===== src/rtl/c4e_pcmplay_core_pkg.sv =====
// Shared constants for the PCM-play status port: register map and edge-mode encodings.
package c4e_pcmplay_core_pkg;

  localparam int unsigned BUS_W = 32;

  localparam logic [1:0] ADDR_DATA = 2'd0;
  localparam logic [1:0] ADDR_RSVD = 2'd1;
  localparam logic [1:0] ADDR_MASK = 2'd2;
  localparam logic [1:0] ADDR_EDGE = 2'd3;

  localparam int unsigned EDGE_RISING  = 0;
  localparam int unsigned EDGE_FALLING = 1;
  localparam int unsigned EDGE_ANY     = 2;

endpackage


===== src/rtl/c4e_pcmplay_core_sync_edge.sv =====
// Input synchronizer chain plus one delay flop, and per-bit edge detection.
module c4e_pcmplay_core_sync_edge
  import c4e_pcmplay_core_pkg::*;
#(
  parameter int unsigned WIDTH       = 12,
  parameter int unsigned EDGE_TYPE   = 0,
  parameter int unsigned SYNC_STAGES = 2
) (
  input  logic             clk,
  input  logic             reset_n,
  input  logic [WIDTH-1:0] in_port,
  output logic [WIDTH-1:0] sync_in,
  output logic [WIDTH-1:0] edge_c
);

  // stage[0] is the newest sample, stage[SYNC_STAGES-1] the settled one
  logic [SYNC_STAGES-1:0][WIDTH-1:0] stage;
  logic [WIDTH-1:0]                  sync_d;

  always_ff @(posedge clk) begin
    if (!reset_n) begin
      stage  <= '0;
      sync_d <= '0;
    end else begin
      stage  <= {stage[SYNC_STAGES-2:0], in_port};
      sync_d <= stage[SYNC_STAGES-1];
    end
  end

  assign sync_in = stage[SYNC_STAGES-1];

  always_comb begin
    edge_c = '0;
    case (EDGE_TYPE)
      EDGE_RISING:  edge_c = sync_in & ~sync_d;
      EDGE_FALLING: edge_c = ~sync_in & sync_d;
      EDGE_ANY:     edge_c = sync_in ^ sync_d;
      default:      edge_c = '0;
    endcase
  end

endmodule


===== src/rtl/c4e_pcmplay_core_barstatus.sv =====
// Status-bit slave: synchronized input data, irq mask, sticky edge capture and level irq.
module c4e_pcmplay_core_barstatus
  import c4e_pcmplay_core_pkg::*;
#(
  parameter int unsigned WIDTH       = 12,
  parameter int unsigned EDGE_TYPE   = 0,
  parameter int unsigned SYNC_STAGES = 2
) (
  input  logic             clk,
  input  logic             reset_n,
  input  logic [1:0]       address,
  input  logic             chipselect,
  input  logic             read_n,
  input  logic             write_n,
  input  logic [31:0]      writedata,
  input  logic [WIDTH-1:0] in_port,
  output logic [31:0]      readdata,
  output logic             irq
);

  logic [WIDTH-1:0] sync_in;
  logic [WIDTH-1:0] edge_c;
  logic [WIDTH-1:0] irqmask;
  logic [WIDTH-1:0] edgecapture;
  logic [WIDTH-1:0] wdata_c;
  logic [WIDTH-1:0] clear_c;
  logic [31:0]      rdata_c;
  logic             wr_c;
  logic             rd_c;

  c4e_pcmplay_core_sync_edge #(
    .WIDTH       (WIDTH),
    .EDGE_TYPE   (EDGE_TYPE),
    .SYNC_STAGES (SYNC_STAGES)
  ) u_sync_edge (
    .clk     (clk),
    .reset_n (reset_n),
    .in_port (in_port),
    .sync_in (sync_in),
    .edge_c  (edge_c)
  );

  assign wr_c    = chipselect & ~write_n;
  assign rd_c    = chipselect & ~read_n;
  assign wdata_c = writedata[WIDTH-1:0];

  // Upper write-data bits have no destination
  if (WIDTH < 32) begin : g_unused_wdata
    logic unused_wdata;
    assign unused_wdata = ^writedata[31:WIDTH];
  end

  always_comb begin
    clear_c = '0;
    if (wr_c && (address == ADDR_EDGE)) clear_c = wdata_c;
  end

  // Read mux works on current register values, so coincident writes/edges show next read
  always_comb begin
    rdata_c = '0;
    case (address)
      ADDR_DATA: rdata_c = BUS_W'(sync_in);
      ADDR_MASK: rdata_c = BUS_W'(irqmask);
      ADDR_EDGE: rdata_c = BUS_W'(edgecapture);
      default:   rdata_c = '0;
    endcase
  end

  always_ff @(posedge clk) begin
    if (!reset_n) begin
      irqmask     <= '0;
      edgecapture <= '0;
      readdata    <= '0;
      irq         <= 1'b0;
    end else begin
      if (wr_c && (address == ADDR_MASK)) irqmask <= wdata_c;
      // New edges win over a same-cycle clear
      edgecapture <= (edgecapture & ~clear_c) | edge_c;
      if (rd_c) readdata <= rdata_c;
      irq <= |(edgecapture & irqmask);
    end
  end

endmodule


===== config.mk =====
export PLATFORM = sky130hd
export DESIGN_NAME = c4e_pcmplay_core_barstatus
export DESIGN_NICKNAME = d
export VERILOG_FILES = /design/src/rtl/c4e_pcmplay_core_pkg.sv /design/src/rtl/c4e_pcmplay_core_sync_edge.sv /design/src/rtl/c4e_pcmplay_core_barstatus.sv
export SDC_FILE = /design/constraint.sdc
export NUM_CORES = 1
export LEC_CHECK = 0
export ABC_AREA = 1
export BUFFER_PORTS_ARGS = -buffer_cell sky130_fd_sc_hd__buf_2
export CAP_MARGIN = 20
export CORE_AREA = 2 2 75 131
export CTS_BUF_LIST = sky130_fd_sc_hd__clkbuf_8 sky130_fd_sc_hd__clkbuf_16
export CTS_CLUSTER_SIZE = 16
export DETAILED_ROUTE_END_ITERATION = 10
export DIE_AREA = 0 0 77 133
export PLACE_DENSITY = 0.54
export SLEW_MARGIN = 10
export SYNTH_ARGS = -nofsm -noshare
export SYNTH_HDL_FRONTEND = slang
export SYNTH_HIERARCHICAL = 1
export SYNTH_SLANG_ARGS = --single-unit

===== constraint.sdc =====
create_clock -name clk -period 1.15 [get_ports clk]
set_clock_uncertainty 0.1 [all_clocks]
set_input_delay 0.1725 -clock clk [delete_from_list [all_inputs] [get_ports clk]]
set_output_delay 0.1725 -clock clk [all_outputs]
set_load 0.005 [all_outputs]

==> results of run 1 <==
-- repair_timing --
action / CTS / global route
resized for setup: 0 / 2
endpoints found under the hold margin: 12 / 0
hold buffers: 13 / 0
endpoints found under the setup margin: 0 / 1
-- stage by stage --
| stage | setup TNS (ns) | utilization | setup WS [ns] | hold slack, ns | instance area [um^2] |
|---|---|---|---|---|---|
| global placement | -1.36 | 0.358 | -0.0634 | 0.258 | 3320 |
| detailed placement | -1.67 | 0.358 | -0.0659 | 0.257 | 3320 |
| finish | 0 | 0.404 | 0.0672 | 0.0189 | 3750 |
| global route | 0 | 0.404 | 0.0341 | 0.0307 | 3750 |
| CTS | 0 | 0.404 | 0.0646 | 0.00305 | 3750 |
| floorplan | 0 | - | 0.153 | 0.166 | 3200 |
-- power groups by stage --
stage	Sequential, mW	Combinational (mW)	Clock, mW
5_1_grt	2.67	0.508	2.93
6_report	2.66	0.451	2.75
3_3_place_gp	2.72	0.417	0
2_1_floorplan	2.71	0.347	0
4_1_cts	2.66	0.455	2.84
3_5_place_dp	2.72	0.421	0
-- worst paths after layout --
path / to / slack [ns] / depth (start not counted)
setup / recovery: irqmask[6]$_SDFFE_PN0P_ / 0.07 / 5
hold / removal: irqmask[7]$_SDFFE_PN0P_ / 0.02 / 3
setup reg to reg: irq$_SDFF_PN0_ / 0.16 / 5
hold reg to reg: u_sync_edge/sync_in[2]$_SDFF_PN0_ / 0.31 / 2
-- kinds of logic (layout without fill, tap and decap cells) --
logic type      after synthesis  in the layout  synth area share
buf+inv                     109            144             0.200
compound gates               36             36            0.0576
flops                        73             73             0.468
other cells                   1             20           0.00120
simple gates                197            197             0.273
-- final cells by class --
cell class / instances / area [um^2]
repair buffers: 72 / 515
multi-input cells: 253 / 1110
inverters: 56 / 213
clock inverters: 6 / 58.8
flip-flops and latches: 73 / 1460
clock buffers: 10 / 239
fillers: 1041 / 5540
well taps: 122 / 153
-- cell usage in the layout (no fill, tap or decap) --
cell type,n
nand2_1,103
dfxtp_1,73
nand3_1,60
inv_1,51
buf_2,43
a21oi_1,36
nor2_1,26
conb_1,20
dlygate4sd3_1,13
buf_4,12
clkbuf_16,9
inv_2,5
buf_12,4
nor2_2,3
nor2_4,2
clkinvlp_4,2
clkinv_2,2
inv_4,1
nor2_8,1
nand2_2,1
nand3b_1,1
bufinv_16,1
clkbuf_8,1
-- layer usage --
metal / GRT usage / up-vias / routed length [um]
met5: 0 / - / 0
met4: 0.0893 / 0 / 211
li1: - / 1323 / -
met1: 0.141 / 1073 / 2620
met3: 0.0321 / 11 / 295
met2: 0.236 / 76 / 3380
-- critical path: cells and delay by family --
| kind | cells | cell delay [ns] |
|---|---|---|
| compound gates | 1 | 0.06 |
| buf+inv | 4 | 0.95 |
-- registers in the layout, indices dropped and copies added, names as in the netlist --
signal and count:
edgecapture 12, irqmask 12, readdata 12, u_sync_edge/stage 12, u_sync_edge/sync_d 12, u_sync_edge/sync_in 12, irq 1
==> metrics.md, run 1 <==
| Metric | Value |
|---|---|
| Post-synth EDFFs | 0 |
| Flop pwr share | 0.454 |
| Fmax | 924 MHz |
| Avg WL per Cell | 11.0 um |
| CTS H-tree depth | 3 |
| Remaining DRCs | 0 |
| Cell count after synthesis | 416 |
| Fin nets | approximately 520 |
| CP peak stage delay | 0.53 ns |
| Core box area | ~9300 um^2 |
| Synth Warn # | 6 |
| Primary FF master, synth | dfxtp_1 |
| Port Buffers | 43 |
| Ant diodes | 0 |
| Core Rows | 47 |
| Outcome | finished clean |
| Max rail drop VDD | 735 uV |
| Post-DRT Antenna Nets | 0 |
| Critical path launch point | reset_n |
| CP Capture Type | flop |
| Cts bufs inserted | 9 |
| TritonCTS clock tree | built |
| Final Hold Fails | 0 |
| Share of the synthesized area in the top cell type | 0.468 |
| Tightest Hold Check Type | input pin to flop |
| Die ar. | 10200 um^2 |
| GRT overflow | 0 |
| Synth top area cells | dfxtp_1 (47%), nand2_1 (12%), nand3_1 (9.6%) |
| Internal Power | 4.53 mW |
| DR vias/cell | 4.19 |
| CP Cell Sequence | dlygate4sd3_1 > buf_2 > inv_2 > buf_12 > a21oi_1 |
| Launch point of the worst reg-to-reg path | edgecapture[11]$_SDFF_PN0_ |
| Largest area contributor in the netlist | dfxtp_1 |
| Min-delay src | writedata[7] |
| Logic pwr share | 0.077 |
| Vias in the first global route | ~2300 |
| Post-Syn Area per Cell | 7.51 um^2 |
| First-pass iteration count of the detailed router | 4 |
| Post-synthesis sequential area ratio | 0.468 |
| Clock share of power | 0.469 |
| Post-synth cell types | 18 |
| Most frequent cells after synthesis | nand2_1 (103), dfxtp_1 (73), nand3_1 (60) |
| Yosys reg bits | 73 |
| DR vias | 2483 |
| Drt total wl | 6.50 mm |
| Min cycle time layout | 1.08 ns |
| Critical path required time | 1.27 ns |
| PwrDens | 1560 nW/um^2 |
| Most common cell in the netlist | nand2_1 |
| Leak pwr | 1.88 nW |
| Dpl cells | between 500 and 600 |
| RSZ-0062 raised after global routing | no |
| Worst-path maximum fanout | 37 |
| Slowest-stage cell, CP | dlygate4sd3_1 |
| Initial Utilization | 0.336 |
| MaxCap Viol Count | 0 |
| Worst-path clk slew | about 0.06 ns |
| Root Driver | clkbuf_16 |
| Routability Congestion | 0.785 |
| Worst skew pair latency | 0.33 ns |
| Post-CTS setup buffers | 0 |
| Die Span X | a little under 80 um |
| Final Cycle Share | 0.942 |
| Post-synthesis cell area | roughly 3100 um^2 |
| Initial drt markers | 184 |
| Finished Layout Cells | 592 |
| GR Util All Layers | 0.135 |
| Async set-reset flop share out of synthesis | 0 |
| Count of final setup violators | 0 |
| Initial antenna violation count | 0 |
| First-pass GRT wire length | 10.7 mm |
| Net switching power | around 1.3 mW |
| Area growth from synthesis to layout | 20.1% |
| CP Launch Type | input pin |
| Die H | 133 um |
| Type of the worst setup path | input pin to flop |
| Critical Path AT | 1.20 ns |
| TritonCTS Sinks | 73 |
| Share of cells above drive strength 1 | 0.185 |
| # IOs | between 80 and 90 |
| Post-DP HPWL | 4.50 mm |
| Largest net degree at the start of global routing | 38 |
| Clock buffer depth | 2 |
| Net Sw Frac | 0.228 |
| Final max-slew violation count | 0 |
| Total chip power | approximately 5.9 mW |
Note: power is estimated with default switching activity, not from simulation.
==> run 2, diff against run 1 <==
--- a/config.mk
+++ b/config.mk
@@ -8,12 +8,12 @@
 export ABC_AREA = 1
 export BUFFER_PORTS_ARGS = -buffer_cell sky130_fd_sc_hd__buf_2
 export CAP_MARGIN = 20
-export CORE_AREA = 2 2 75 131
+export CORE_AREA = 2 2 62 108
 export CTS_BUF_LIST = sky130_fd_sc_hd__clkbuf_8 sky130_fd_sc_hd__clkbuf_16
 export CTS_CLUSTER_SIZE = 16
 export DETAILED_ROUTE_END_ITERATION = 10
-export DIE_AREA = 0 0 77 133
-export PLACE_DENSITY = 0.54
+export DIE_AREA = 0 0 64 110
+export PLACE_DENSITY = 0.75
 export SLEW_MARGIN = 10
 export SYNTH_ARGS = -nofsm -noshare
 export SYNTH_HDL_FRONTEND = slang
==> metrics.md, run 2 (synthesis gave the netlist of run 1 again) <==
| Metric | Value |
|---|---|
| Reg2reg setup slack | 0.08 ns |
| Clock buffer depth | 2 |
| RSZ-0062 raised after global routing | no |
| Root Driver | clkbuf_8 |
| DR vias | around 2500 |
| Share of cells above drive strength 1 | 0.174 |
| Count of final setup violators | 0 |
| TritonCTS clock tree | built |
| Die Span X | 64 um |
| Outcome | finished clean |
| Min cycle time layout | 1.07 ns |
| CP peak stage delay | 0.33 ns |
| Worst-path maximum fanout | 3 |
| Core box area | 6130 um^2 |
| Finished Layout Cells | 545 |
| Leak pwr | 1.81 nW |
| Area growth from synthesis to layout | 13.2% |
| Initial antenna violation count | 0 |
| Fin nets | 512 |
| Critical Path AT | 1.20 ns |
| GRT overflow | 0 |
| Final Cycle Share | 0.934 |
| Type of the worst setup path | flop to flop |
| Drt total wl | approximately 5.8 mm |
| CP Cell Sequence | nand2_1 > nand2_1 > nor2_1 > nand2_1 > nor2_1 > nor2_1 |
| Ant diodes | 0 |
| Cts bufs inserted | 9 |
| GR Util All Layers | 0.181 |
| Fillers | 559 |
| Post-DP HPWL | ~4.0 mm |
| First-pass iteration count of the detailed router | 5 |
| CTS H-tree depth | 3 |
| Dpl cells | 518 |
| Max rail drop VDD | between 600 and 700 uV |
| Most frequent cells in the layout | nand2_1 (103), dfxtp_1 (73), nand3_1 (60) |
| MaxCap Viol Count | 0 |
| Slowest-stage cell, CP | dfxtp_1 |
| Critical path required time | 1.28 ns |
| DR vias/cell | 4.56 |
| First-pass GRT wire length | 9.96 mm |
| TritonCTS Sinks | 73 |
| Die ar. | a little over 7000 um^2 |
| Post-DRT Antenna Nets | 0 |
| Initial drt markers | 172 |
| Routability Congestion | 0.862 |
| CP Launch Type | flop |
| Final Cell Area | about 3500 um^2 |
| CP Capture Type | flop |
| Fmax | 931 MHz |
| PwrDens | between 1000 and 1500 nW/um^2 |
| # IOs | 84 |
| Worst skew pair latency | 0.33 ns |
| Final Hold Fails | 0 |
| Core Rows | 38 |
| Port Buffers | 43 |
| Remaining DRCs | 0 |
| Final max-slew violation count | 0 |
| Vias in the first global route | between 2000 and 2500 |
| Placed cell areas | 3220 um^2 |
| Die H | 110 um |
| Most common cell after layout, fill and taps aside | nand2_1 |
| Setup TNS | 0 ns |
| Avg WL per Cell | about 11 um |
| Tightest Hold Check Type | input pin to flop |
| Initial Utilization | 0.510 |
| Largest net degree at the start of global routing | 37 |
| Worst-path clk slew | approximately 0.070 ns |
## run 2: changes by cell type in the layout (fill, tap and decap cells not counted), moves of 2 or more
cell	delta
clkbuf_8	+10
clkbuf_16	-9
nor2_1	+2
buf_12	-2
nor2_2	-2
clkinvlp_4	-2
## run 2: path summary, 6_finish.rpt
path,start,endpoint,cells after the start
setup / recovery,edgecapture[0]$_SDFF_PN0_,irq$_SDFF_PN0_,6
hold / removal,writedata[4],irqmask[4]$_SDFFE_PN0P_,3
setup reg to reg,edgecapture[0]$_SDFF_PN0_,irq$_SDFF_PN0_,6
hold reg to reg,u_sync_edge/stage[5]$_SDFF_PN0_,u_sync_edge/sync_in[5]$_SDFF_PN0_,2
## run 2: critical path, delay by kind of cell, from the launching register on
kind | cells | cell delay, ns
flops | 1 | 0.33
simple gates | 6 | 0.53
## run 2: per-layer routing
layer / track usage / share of wire / up-vias
met2: 0.330 / 0.52 / 96
met1: 0.189 / 0.39 / 1058
met5: 0 / 0 / -
met4: 0.0994 / 0.036 / 0
li1: - / - / 1310
met3: 0.0416 / 0.055 / 19
## run 2: per-stage QoR
| step | hold slack, ns | utilization | total power [mW] | setup WS [ns] |
|---|---|---|---|---|
| 6_report | 0.0183 | 0.577 | 5.02 | 0.0764 |
| 5_1_grt | 0.0150 | 0.577 | 5.24 | 0.0305 |
| 4_1_cts | 0.00163 | 0.577 | 5.07 | 0.0784 |
| 3_5_place_dp | 0.256 | 0.525 | 3.11 | -0.0871 |
| 3_3_place_gp | 0.253 | 0.525 | 3.09 | -0.0469 |
| 2_1_floorplan | 0.166 | - | 3.06 | 0.153 |
## run 2: timing repair
item	4_1_cts	5_1_grt
buffers inserted	0	0
hold buffers	12	0
endpoints found under the hold margin	12	0
gates resized for setup	0	0
## run 2: cell type report
class | count | area (um^2) | area share
clock inverter | 4 | 43.8 | 0.0124
multi-input combinational | 253 | 1110 | 0.314
clock buffer | 11 | 151 | 0.0428
inverter | 56 | 213 | 0.0601
tap | 80 | 100 | 0.0283
timing repair buffer | 68 | 458 | 0.129
sequential | 73 | 1460 | 0.413
## run 2: power breakdown
group	leakage, nW	internal, mW	switching [mW]
logic	1.11	0.176	0.245
clock network	0.106	1.09	0.844
registers	0.596	2.62	0.0463
total	1.81	3.88	1.14
